===== config.mk =====
export PLATFORM = sky130hd
export DESIGN_NAME = mem_cntrl_flat
export DESIGN_NICKNAME = d
export VERILOG_FILES = /design/src/rtl/mem_cntrl_if.sv /design/src/rtl/mem_cntrl.sv /design/src/flat_wrapper.sv
export SDC_FILE = /design/constraint.sdc
export NUM_CORES = 1
export LEC_CHECK = 0
export BUFFER_PORTS_ARGS = -buffer_cell sky130_fd_sc_hd__clkbuf_2
export CAP_MARGIN = 20
export CORE_AREA = 2 2 481 483
export DETAILED_ROUTE_END_ITERATION = 7
export DIE_AREA = 0 0 483 485
export PLACE_DENSITY = 0.3
export SETUP_SLACK_MARGIN = 0.1
export SYNTH_ARGS = -nofsm -noshare
export SYNTH_HDL_FRONTEND = slang
export SYNTH_SLANG_ARGS = --single-unit

===== constraint.sdc =====
create_clock -name clk -period 2.8 [get_ports clk]
set_clock_uncertainty 0.15 [all_clocks]
set_input_delay 0.84 -clock clk [delete_from_list [all_inputs] [get_ports clk]]
set_output_delay 0.84 -clock clk [all_outputs]
set_load 0.05 [all_outputs]

===== src/rtl/mem_cntrl_if.sv =====
// Memory-side line port of mem_cntrl: one request channel (read or write line)
// and a single-cycle read-response channel.
interface mem_cntrl_if #(
    parameter int ADDR_W = 64,
    parameter int LINE_W = 512
);
    logic              mem_req_valid;
    logic              mem_req_ready;
    logic              mem_req_we;
    logic [ADDR_W-1:0] mem_req_addr;
    logic [LINE_W-1:0] mem_wr_data;
    logic              mem_rsp_valid;
    logic [LINE_W-1:0] mem_rd_data;

    modport master (
        output mem_req_valid, mem_req_we, mem_req_addr, mem_wr_data,
        input  mem_req_ready, mem_rsp_valid, mem_rd_data
    );

    modport slave (
        input  mem_req_valid, mem_req_we, mem_req_addr, mem_wr_data,
        output mem_req_ready, mem_rsp_valid, mem_rd_data
    );
endinterface


===== src/rtl/mem_cntrl.sv =====
// Line-transfer memory controller: turns word-serial CPU reads/writes into
// single 16-word line transactions on the memory port. All outputs registered.
module mem_cntrl #(
    parameter int WORDS  = 16,
    parameter int ADDR_W = 64
) (
    input  logic              clk,
    input  logic              rst_n,
    input  logic [1:0]        op,
    input  logic [ADDR_W-1:0] io_address,
    input  logic [31:0]       cpu_data_in,
    output logic [31:0]       cpu_data_out,
    output logic              rd_valid,
    output logic              tx_done,
    mem_cntrl_if.master       mem
);
    typedef enum logic [2:0] {
        IDLE, RD_REQ, RD_WAIT, RD_STREAM, WR_FILL, WR_REQ, DONE
    } state_e;

    localparam logic [1:0]        OP_READ   = 2'b01;
    localparam logic [1:0]        OP_WRITE  = 2'b11;
    localparam logic [3:0]        LAST_IDX  = 4'd15;
    localparam logic [ADDR_W-1:0] LINE_MASK = ~ADDR_W'(63);

    state_e                  state_q, state_d;
    logic [3:0]              idx_q, idx_d;
    logic [ADDR_W-1:0]       addr_q, addr_d;
    logic [WORDS-1:0][31:0]  line_q;
    logic                    req_valid_q, req_valid_d;
    logic                    req_we_q, req_we_d;
    logic                    rd_valid_d, tx_done_d;
    logic [31:0]             data_out_d;
    logic                    buf_load, buf_wr;

    // NOTE: every registered signal uses <= so all flops update from the same
    // pre-edge values; a blocking = here would create ordering-dependent races.
    always_ff @(posedge clk or negedge rst_n) begin
        if (!rst_n) state_q <= IDLE;
        else        state_q <= state_d;
    end

    // NOTE: every signal written below gets a default first, so no path through
    // the case leaves a value unassigned and no latch is inferred.
    always_comb begin
        state_d     = state_q;
        idx_d       = idx_q;
        addr_d      = addr_q;
        req_valid_d = 1'b0;
        req_we_d    = 1'b0;
        rd_valid_d  = 1'b0;
        tx_done_d   = 1'b0;
        data_out_d  = '0;
        buf_load    = 1'b0;
        buf_wr      = 1'b0;
        unique case (state_q)
            IDLE: begin
                if (op == OP_READ) begin
                    addr_d      = io_address & LINE_MASK;
                    state_d     = RD_REQ;
                    req_valid_d = 1'b1;
                end else if (op == OP_WRITE) begin
                    addr_d  = io_address & LINE_MASK;
                    idx_d   = '0;
                    state_d = WR_FILL;
                end
            end
            RD_REQ: begin
                if (mem.mem_req_ready) state_d     = RD_WAIT;
                else                   req_valid_d = 1'b1;
            end
            RD_WAIT: begin
                // Word 0 is presented straight from the response so the stream
                // starts the cycle after mem_rsp_valid.
                if (mem.mem_rsp_valid) begin
                    buf_load   = 1'b1;
                    idx_d      = '0;
                    state_d    = RD_STREAM;
                    rd_valid_d = 1'b1;
                    data_out_d = mem.mem_rd_data[31:0];
                end
            end
            RD_STREAM: begin
                // idx_q is the word on cpu_data_out this cycle.
                if (idx_q == LAST_IDX) begin
                    idx_d   = '0;
                    state_d = IDLE;
                end else begin
                    idx_d      = idx_q + 4'd1;
                    rd_valid_d = 1'b1;
                    data_out_d = line_q[idx_q + 4'd1];
                    tx_done_d  = (idx_q + 4'd1 == LAST_IDX);
                end
            end
            WR_FILL: begin
                buf_wr = 1'b1;
                idx_d  = idx_q + 4'd1;
                if (idx_q == LAST_IDX) begin
                    state_d     = WR_REQ;
                    req_valid_d = 1'b1;
                    req_we_d    = 1'b1;
                end
            end
            WR_REQ: begin
                if (mem.mem_req_ready) begin
                    state_d   = DONE;
                    tx_done_d = 1'b1;
                end else begin
                    req_valid_d = 1'b1;
                    req_we_d    = 1'b1;
                end
            end
            DONE:    state_d = IDLE;
            default: state_d = IDLE;
        endcase
    end

    always_ff @(posedge clk or negedge rst_n) begin
        if (!rst_n) begin
            idx_q        <= '0;
            addr_q       <= '0;
            req_valid_q  <= 1'b0;
            req_we_q     <= 1'b0;
            rd_valid     <= 1'b0;
            tx_done      <= 1'b0;
            cpu_data_out <= '0;
        end else begin
            idx_q        <= idx_d;
            addr_q       <= addr_d;
            req_valid_q  <= req_valid_d;
            req_we_q     <= req_we_d;
            rd_valid     <= rd_valid_d;
            tx_done      <= tx_done_d;
            cpu_data_out <= data_out_d;
        end
    end

    // NOTE: the line buffer is reset along with the control state because it
    // drives mem_wr_data directly and must read as zero out of reset.
    always_ff @(posedge clk or negedge rst_n) begin
        if (!rst_n)        line_q         <= '0;
        else if (buf_load) line_q         <= mem.mem_rd_data;
        else if (buf_wr)   line_q[idx_q]  <= cpu_data_in;
    end

    assign mem.mem_req_valid = req_valid_q;
    assign mem.mem_req_we    = req_we_q;
    assign mem.mem_req_addr  = addr_q;
    assign mem.mem_wr_data   = line_q;
endmodule


===== src/flat_wrapper.sv =====
// flat-port wrapper written by rule: the top's interface ports become plain ports
module mem_cntrl_flat 
#(
    parameter int WORDS  = 16,
    parameter int ADDR_W = 64
)
  (clk, rst_n, op, io_address, cpu_data_in, cpu_data_out, rd_valid, tx_done, mem_mem_req_valid, mem_mem_req_we, mem_mem_req_addr, mem_mem_wr_data, mem_mem_req_ready, mem_mem_rsp_valid, mem_mem_rd_data);
  mem_cntrl_if #(.ADDR_W(ADDR_W)) mem_i ();
  input  logic clk;
  input  logic rst_n;
  input  logic [1:0] op;
  input  logic [ADDR_W-1:0] io_address;
  input  logic [31:0] cpu_data_in;
  output logic [31:0] cpu_data_out;
  output logic rd_valid;
  output logic tx_done;
  output wire logic [$bits(mem_i.mem_req_valid)-1:0] mem_mem_req_valid;
  output wire logic [$bits(mem_i.mem_req_we)-1:0] mem_mem_req_we;
  output wire logic [$bits(mem_i.mem_req_addr)-1:0] mem_mem_req_addr;
  output wire logic [$bits(mem_i.mem_wr_data)-1:0] mem_mem_wr_data;
  input wire logic [$bits(mem_i.mem_req_ready)-1:0] mem_mem_req_ready;
  input wire logic [$bits(mem_i.mem_rsp_valid)-1:0] mem_mem_rsp_valid;
  input wire logic [$bits(mem_i.mem_rd_data)-1:0] mem_mem_rd_data;
  assign mem_mem_req_valid = mem_i.mem_req_valid;
  assign mem_mem_req_we = mem_i.mem_req_we;
  assign mem_mem_req_addr = mem_i.mem_req_addr;
  assign mem_mem_wr_data = mem_i.mem_wr_data;
  assign mem_i.mem_req_ready = mem_mem_req_ready;
  assign mem_i.mem_rsp_valid = mem_mem_rsp_valid;
  assign mem_i.mem_rd_data = mem_mem_rd_data;
  mem_cntrl #(.WORDS(WORDS), .ADDR_W(ADDR_W)) u_core (.clk(clk), .rst_n(rst_n), .op(op), .io_address(io_address), .cpu_data_in(cpu_data_in), .cpu_data_out(cpu_data_out), .rd_valid(rd_valid), .tx_done(tx_done), .mem(mem_i));
endmodule

==> flow_metrics.tcl, run 1 <==
set metrics [dict create \
    ys_seq_area_frac 0.4875 \
    layout_common_cells "1172 x clkbuf_2, 604 x dfrtp_1, 575 x mux2i_1" \
    fillers 25660 \
    num_rows 176 \
    final_common_cell "clkbuf_2" \
    worst-slew-pin-transition_ps 860.5 \
    yosysWarnings 0 \
    max_stage_delay_ps 440 \
    grt_first_pass_wirelength_um 298900 \
    fin_tns_setup_ps 0 \
    syn_to_final_growth_pct 44.56 \
    synth_area_sq_um 31460 \
    io_pins 1226 \
    finalSetupViolations 0 \
    ctsHtreeMaxLevel 3 \
    hold_class "in -> reg" \
    ir_worst_vdd_v 0.0008972 \
    synth.distinct_cells 43 \
    drv_cap 0 \
    antenna_found_initial 84 \
    worstSkewPairLatency_ps 740 \
    grt_start_max_net_pins 72 \
    rsz0062_at_grt "true" \
    vias_per_cell 3.976 \
    p_per_area_nw_per_um2 1598 \
    synthFlopType "dfrtp_1" \
    path_delay_family "buffers and inverters" \
    track_usage 0.1893 \
    cp.arrival_ps 1620 \
    worstSetupPathType "reg -> out" \
    nets 4649 \
    crit_fanout 3 \
    post_synth_inst_count 2797 \
    vias 28470 \
    antenna_left 0 \
    wl_um 227500 \
    fin_crit_ps 2609 \
    reg2reg_slack_ps 220 \
    slew_violations 0 \
    clk_pin_slew_ps 70 \
    cts_tree "done" \
    place.gp.congestion 0.8524 \
    synth_edf_count 0 \
    cp.required_ps 1810 \
    die_h_um 485 \
    p_leak_nw 22.47 \
    clock_path_buffers 3 \
    port_buffers 1213 \
    cts_buffers 89 \
    hold_viol_final 0 \
    dieArea_sq_um 234300 \
    cts_post_setup_buffers_inserted 0 \
    gr-total-overflow 0 \
    start_util 0.1374 \
    critical_path_buf_inv_count 1 \
    hpwl_um 184300 \
    drc 0 \
    drive_gt1_frac 0.4238 \
    wire_per_inst_um 31.78 \
    max_freq_ghz 0.3833 \
    slowest_stage "clkbuf_2" \
    async_reset_ff_frac 1.000 \
    fin_crit_sh 0.9317 \
    slew_headroom 0.4252 \
    crit_path_cell_trace "clkbuf_2" \
    power.total_mw 72.68 \
    dieWidth_um 483 \
    grt_pass1_vias 29710 \
    cp-end-kind "output pin" \
    synth.avg_cell_area_sq_um 11.25 \
    critPathLaunchType "flop" \
    clock_sinks 613 \
    outcome "completed" \
    dr.pass1.iters 5 \
    core_sq_um 229000 \
    drt_iter0_markers 1466 \
    ys_ff_latch 613 \
    clockRootBuffer "clkbuf_16" \
]
==> kinds of logic (layout without fill, tap and decap cells) <==
| group | after synthesis | count (layout) | synth area share |
|---|---|---|---|
| muxes | 763 | 763 | 0.2960 |
| DFF | 613 | 613 | 0.4875 |
| and+or+nand+nor | 590 | 590 | 0.07488 |
| AOI/OAI and AO/OA | 562 | 562 | 0.09421 |
| buffers and inverters | 262 | 1556 | 0.04513 |
| adders and majority gates | 4 | 4 | 0.001591 |
| xor gates and xnor gates | 2 | 2 | 0.0005568 |
| other | 1 | 43 | 0.0001192 |
==> worst paths after layout <==
path | to | cells past startpoint | start
max in group asynchronous | u_core.mem.mem_wr_data[71] | 3 | rst_n
min in group asynchronous | u_core.mem.mem_wr_data[230] | 2 | rst_n
worst min register to register | u_core.mem.mem_req_addr[54] | 1 | u_core.mem.mem_req_addr[54]
worst max register to register | u_core.cpu_data_out[19] | 7 | u_core.idx_q[0]
worst max-delay path | mem_mem_wr_data[97] | 1 | u_core.mem.mem_wr_data[97]
worst min-delay path | u_core.mem.mem_wr_data[250] | 3 | mem_mem_rd_data[250]
==> cells in the mapped netlist (7+ instances only) <==
| cell | instances | area (sq um) |
|---|---|---|
| clkbuf_1 | 105 | 394.1 |
| o21ai_1 | 206 | 1031 |
| buf_4 | 82 | 615.6 |
| o21ai_0 | 308 | 1541 |
| nand2_1 | 554 | 2079 |
| mux4_2 | 128 | 2883 |
| o22a_1 | 32 | 280.3 |
| buf_6 | 8 | 90.09 |
| buf_1 | 7 | 26.28 |
| buf_2 | 54 | 270.3 |
| mux2_1 | 9 | 101.4 |
| dfrtp_1 | 613 | 15340 |
| mux2_2 | 50 | 563.0 |
| mux2i_1 | 576 | 5766 |
| nand3_2 | 8 | 80.08 |
==> per-layer routing <==
metal  track usage  share of wire
met3       0.06887          0.090
met2        0.2871           0.44
met5             0        0.00055
met1        0.2530           0.45
met4       0.04776          0.020
==> power breakdown <==
part	switching [mW]	internal, mW	leakage, nW
clock	5.01	6.87	1.43
sequential	4.65	13.2	7.56
combinational	31.6	11.4	13.5
==> area by class of cell <==
class                      count  area, sq um  area share
inverter                       5        18.77   0.0004126
sequential                   613        15350      0.3376
clock buffer                 124         2449     0.05383
tap                         3026         3786     0.08324
multi-input combinational   1927        14880      0.3272
timing repair buffer        1395         8408      0.1849
clock inverter                32        491.7     0.01081
antenna                       37        92.59    0.002036
==> flip-flops by register name, summed over array words and instances, names as in the netlist <==
name	count
u_core.mem.mem_wr_data	512
u_core.mem.mem_req_addr	58
u_core.cpu_data_out	32
u_core.idx_q	4
u_core.state_q	3
u_core.mem.mem_req_valid	1
u_core.mem.mem_req_we	1
u_core.rd_valid	1
u_core.tx_done	1
==> per-stage QoR <==
| step | worst slack [ps] | utilization | area (sq um) | std cells | hold WS [ps] |
|---|---|---|---|---|---|
| detailed placement | 202.8 | 0.1848 | 42320 | 6965 | 328.2 |
| floorplan | 110.7 | - | 31480 | 2802 | 394.4 |
| global placement | 196.6 | 0.1848 | 42320 | 6965 | 321.4 |
| CTS | 34.78 | 0.1982 | 45380 | 7122 | 31.10 |
| global route | 94.24 | 0.1984 | 45430 | 7137 | 94.81 |
| finish | 191.1 | 0.1986 | 45480 | 7159 | 151.0 |
==> what timing repair did <==
action | 4_1_cts | 5_1_grt
endpoints found under the hold margin | 14 | 0
endpoints found under the setup margin | 43 | 2
gates resized for setup | 48 | 3
hold buffers | 1 | 0
Note: power is estimated with default switching activity, not from simulation.
==> inputs of run 2 (changes only) <==
--- a/config.mk
+++ b/config.mk
@@ -7,9 +7,10 @@
 export LEC_CHECK = 0
 export BUFFER_PORTS_ARGS = -buffer_cell sky130_fd_sc_hd__clkbuf_2
 export CAP_MARGIN = 20
-export CORE_AREA = 2 2 481 483
+export CORE_AREA = 2 2 476 478
+export CTS_BUF_LIST = sky130_fd_sc_hd__clkbuf_4 sky130_fd_sc_hd__clkbuf_8
 export DETAILED_ROUTE_END_ITERATION = 7
-export DIE_AREA = 0 0 483 485
+export DIE_AREA = 0 0 478 480
 export PLACE_DENSITY = 0.3
 export SETUP_SLACK_MARGIN = 0.1
 export SYNTH_ARGS = -nofsm -noshare
==> flow_metrics.tcl, run 2 (synthesis results as in run 1) <==
set metrics [dict create \
    outcome "completed" \
    critPathLaunchType "flop" \
    worst-slew-pin-transition_ps 967.7 \
    port_buffers 1213 \
    fin_crit_sh 0.9420 \
    whs_ps 128.5 \
    cp.arrival_ps 3210 \
    clock_path_buffers 3 \
    worstSetupPathType "reg -> reg" \
    use_met3 0.06745 \
    fin_crit_ps 2638 \
    pwr-share-comb 0.610 \
    dieWidth_um 478 \
    drt_iter0_markers 1652 \
    dpl-instance-area_sq_um 42020 \
    antenna_left 0 \
    gr-total-overflow 0 \
    switching_share 0.5511 \
    ctsHtreeMaxLevel 4 \
    finalSetupViolations 0 \
    cts_buffers 139 \
    track_usage 0.1945 \
    clock_sinks 613 \
    reg2reg_from "u_core.idx_q[0]" \
    holdPathStages 3 \
    slew_violations 0 \
    worstSkewPairLatency_ps 880 \
    hold_class "in -> reg" \
    power.switching_mw 41.47 \
    critPathLaunch "u_core.idx_q[0]" \
    vias_per_cell 3.961 \
    use_met2 0.2988 \
    clk_pin_slew_ps 50 \
    core_sq_um 224000 \
    pwr-share-clk 0.151 \
    wire_per_inst_um 29.71 \
    io_pins 1226 \
    cp-endpoint "u_core.cpu_data_out[18]" \
    drv_cap 0 \
    final_common_cell "clkbuf_2" \
    top_usage_layer "met2" \
    grt_first_pass_wirelength_um 304100 \
    reg2reg_slack_ps 160 \
    clockRootBuffer "clkbuf_8" \
    crit_fanout 15 \
    fin_area_sq_um 52680 \
    grt_pass1_vias 32360 \
    p_per_area_nw_per_um2 1428 \
    dieArea_sq_um 229400 \
    vias 30720 \
    p_leak_nw 25.32 \
    max_freq_ghz 0.3791 \
    p_int_mw 33.78 \
    drive_gt1_frac 0.4031 \
    seqPwrFrac 0.238 \
    power.total_mw 75.24 \
    grt_start_max_net_pins 152 \
    r2r-end "u_core.cpu_data_out[18]" \
    num_rows 174 \
    rsz0062_at_grt "true" \
    antenna_found_initial 74 \
    hold_start "mem_mem_rd_data[245]" \
    dr.pass1.iters 5 \
    ir_worst_vdd_v 0.0006185 \
    wl_um 230400 \
    largest_reg_flops 512 \
    layout_common_cells "880 x clkbuf_2, 574 x mux2i_1, 552 x nand2_1" \
    syn_to_final_growth_pct 67.43 \
    drc 0 \
    fillers 24580 \
    met1_usage 0.2611 \
    die_h_um 480 \
    cts_tree "done" \
    start_util 0.1404 \
    nets 5241 \
    place.gp.congestion 0.8471 \
    hpwl_um 182200 \
    slew_headroom 0.3535 \
    hold_viol_final 0 \
    ff2ff_path_depth 8 \
    cp-end-kind "flop" \
    fin_tns_setup_ps 0 \
    cp.required_ps 3370 \
]
==> run 2: cell count changes in the layout (fill, tap and decap cells not counted), sizes merged <==
cell         delta
inv             +5
dlygate4sd3   +543
buf             +4
bufinv          -6
clkinvlp        -1
clkinv         -11
diode           +3
clkbuf         +93
==> run 2: per-stage QoR <==
step                  util  setup slack (ps)  std cells
floorplan                -             110.7       2802
global placement    0.1876             65.94       6913
detailed placement  0.1876             42.03       6913
CTS                 0.2343             9.362       7712
global route        0.2349             87.60       7734
finish              0.2352             162.3       7755
==> run 2: area by class of cell <==
cell class	count	area (sq um)	share of cell area
clock inverters	19	272.8	0.005178
flip-flops and latches	613	15420	0.2928
diodes	40	100.1	0.001900
repair buffers	1937	15540	0.2949
inverters	5	18.77	0.0003563
multi-input cells	1927	14880	0.2825
well taps	2992	3744	0.07106
clock buffers	222	2699	0.05123
==> run 2: worst min-delay path by stage <==
stage                             endpoint  slack [ps]
2_1_floorplan       u_core.cpu_data_out[0]         390
3_3_place_gp   u_core.mem.mem_req_addr[57]         320
3_5_place_dp   u_core.mem.mem_req_addr[57]         320
4_1_cts        u_core.mem.mem_wr_data[194]           1
5_1_grt        u_core.mem.mem_wr_data[511]          40
6_report       u_core.mem.mem_wr_data[245]         130
==> run 2: worst max-delay path, cell delays in order, from the launching register on <==
cell     delay (ps)
dfrtp_4         440
inv_1           110
ha_4            440
buf_16          240
buf_4           260
mux4_2          440
mux2i_1         170
o22a_1          150
nand2_1          60
==> run 2: routing by layer <==
| layer | up-vias | share of wire |
|---|---|---|
| met4 | 10 | 0.021 |
| met2 | 1214 | 0.44 |
| li1 | 13710 | - |
| met5 | - | 0.00030 |
| met1 | 15530 | 0.45 |
| met3 | 257 | 0.083 |
==> run 2: power groups by stage <==
| stage | clock [mW] | sequential (mW) | combinational (mW) |
|---|---|---|---|
| 4_1_cts | 11.9 | 18.0 | 46.2 |
| 2_1_floorplan | 0 | 30.3 | 11.9 |
| 3_3_place_gp | 0 | 18.0 | 42.6 |
| 6_report | 11.4 | 17.9 | 45.9 |
| 5_1_grt | 12.3 | 18.5 | 48.3 |
| 3_5_place_dp | 0 | 18.0 | 42.7 |
==> run 2: timing repair <==
item	4_1_cts	5_1_grt
buffers inserted	14	2
endpoints found under the hold margin	577	0
hold buffers	544	0
pin swaps	0	1
gates resized for setup	555	16
setup endpoints to repair	331	20
cloned	0	1
==> inputs of run 3 (changes only) <==
--- a/config.mk
+++ b/config.mk
@@ -11,6 +11,7 @@
 export CTS_BUF_LIST = sky130_fd_sc_hd__clkbuf_4 sky130_fd_sc_hd__clkbuf_8
 export DETAILED_ROUTE_END_ITERATION = 7
 export DIE_AREA = 0 0 478 480
+export MAX_ROUTING_LAYER = met4
 export PLACE_DENSITY = 0.3
 export SETUP_SLACK_MARGIN = 0.1
 export SYNTH_ARGS = -nofsm -noshare
==> flow_metrics.tcl, run 3 (synthesis results as in run 1) <==
set metrics [dict create \
    clock_sinks 613 \
    cts_tree "done" \
    fin_area_sq_um 52670 \
    largest_reg_flops 512 \
    dieWidth_um 478 \
    wl_um 230100 \
    fillers 24580 \
    use_met2 0.2985 \
    outcome "completed" \
    finalSetupViolations 0 \
    cp-end-kind "flop" \
    grt_start_max_net_pins 152 \
    p_per_area_nw_per_um2 1427 \
    antenna_left 0 \
    switching_share 0.5512 \
    whs_ps 104.3 \
    p_leak_nw 25.32 \
    final_common_cell "clkbuf_2" \
    track_usage 0.2003 \
    use_met3 0.06650 \
    io_pins 1226 \
    max_freq_ghz 0.3784 \
    slew_violations 0 \
    worstSkewPairLatency_ps 890 \
    top_usage_layer "met2" \
    vias 30770 \
    layout_common_cells "880 x clkbuf_2, 574 x mux2i_1, 552 x nand2_1" \
    wire_per_inst_um 29.65 \
    fin_crit_sh 0.9438 \
    ir_worst_vdd_v 0.0006215 \
    dieArea_sq_um 229400 \
    fin_tns_setup_ps 0 \
    cp.arrival_ps 3240 \
    seqPwrFrac 0.239 \
    port_buffers 1213 \
    place.gp.congestion 0.8601 \
    drive_gt1_frac 0.4030 \
    pwr-share-clk 0.152 \
    grt_first_pass_wirelength_um 303900 \
    ctsHtreeMaxLevel 4 \
    clk_pin_slew_ps 60 \
    power.switching_mw 41.42 \
    hpwl_um 182200 \
    power.total_mw 75.15 \
    worstSetupPathType "reg -> reg" \
    crit_fanout 15 \
    syn_to_final_growth_pct 67.41 \
    nets 5240 \
    clock_path_buffers 3 \
    p_int_mw 33.72 \
    cp.required_ps 3390 \
    num_rows 174 \
    hold_class "in -> reg" \
    hold_viol_final 0 \
    start_util 0.1404 \
    rsz0062_at_grt "true" \
    core_sq_um 224000 \
    cts_buffers 139 \
    vias_per_cell 3.965 \
    drv_cap 0 \
    worst-slew-pin-transition_ps 954.4 \
    pwr-share-comb 0.610 \
    dpl-instance-area_sq_um 42020 \
    final_util 0.2351 \
    clockRootBuffer "clkbuf_8" \
    grt_pass1_vias 32430 \
    critPathLaunchType "flop" \
    met1_usage 0.2618 \
    gr-total-overflow 0 \
    dr.pass1.iters 6 \
    fin_crit_ps 2643 \
    drt_iter0_markers 1616 \
    drc 0 \
    antenna_found_initial 78 \
    slew_headroom 0.3624 \
    die_h_um 480 \
]
-- run 3: critical path: stages, from the launching register on --
cell	delay, ps
dfrtp_4	450
inv_1	110
ha_4	420
buf_4	230
clkbuf_16	250
mux4_2	480
mux2i_1	190
o22a_1	150
nand2_1	50
-- run 3: layout make-up --
cell class,instances,area (sq um),area share
antenna,47,117.6,0.002233
tap,2992,3744,0.07107
multi-input combinational,1927,14880,0.2825
clock inverter,19,272.8,0.005178
sequential,613,15420,0.2928
timing repair buffer,1936,15510,0.2945
clock buffer,222,2699,0.05124
inverter,5,18.77,0.0003563
-- run 3: metal layers --
layer	share of wire	wire length, um	vias to the layer above
met3	0.082	18910	265
met4	0.021	4788	0
met2	0.44	101600	1250
met1	0.46	104800	15570
li1	-	-	13690
met5	0	0	-
-- run 3: stage by stage --
step	instances	setup WS, ps
2_1_floorplan	2802	110.7
3_3_place_gp	6913	65.94
3_5_place_dp	6913	42.03
4_1_cts	7712	9.362
5_1_grt	7744	86.01
6_report	7761	157.4
-- run 3: final timing paths --
check | start | endpoint | slack [ps] | cells past startpoint
worst min-delay path | mem_mem_rd_data[130] | u_core.mem.mem_wr_data[130] | 100 | 3
worst min register to register | u_core.mem.mem_req_addr[57] | u_core.mem.mem_req_addr[57] | 340 | 1
worst max register to register | u_core.idx_q[0] | u_core.cpu_data_out[15] | 160 | 8
worst max-delay path | u_core.idx_q[0] | u_core.cpu_data_out[15] | 160 | 8
min in group asynchronous | rst_n | u_core.mem.mem_req_addr[17] | 330 | 2
max in group asynchronous | rst_n | u_core.mem.mem_wr_data[463] | 1180 | 4
-- run 3: power groups by stage --
stage	logic [mW]	clock network, mW	registers, mW
floorplan	11.9	0	30.3
global placement	42.6	0	18.0
detailed placement	42.7	0	18.0
CTS	46.2	11.9	18.0
global route	48.2	12.3	18.5
finish	45.8	11.4	17.9
-- run 3: what timing repair did --
item	CTS	global route
gates cloned	0	1
buffers inserted	14	1
hold buffers	544	0
endpoints found under the hold margin	577	0
endpoints found under the setup margin	331	21
resized for setup	555	15
pin swaps	0	1
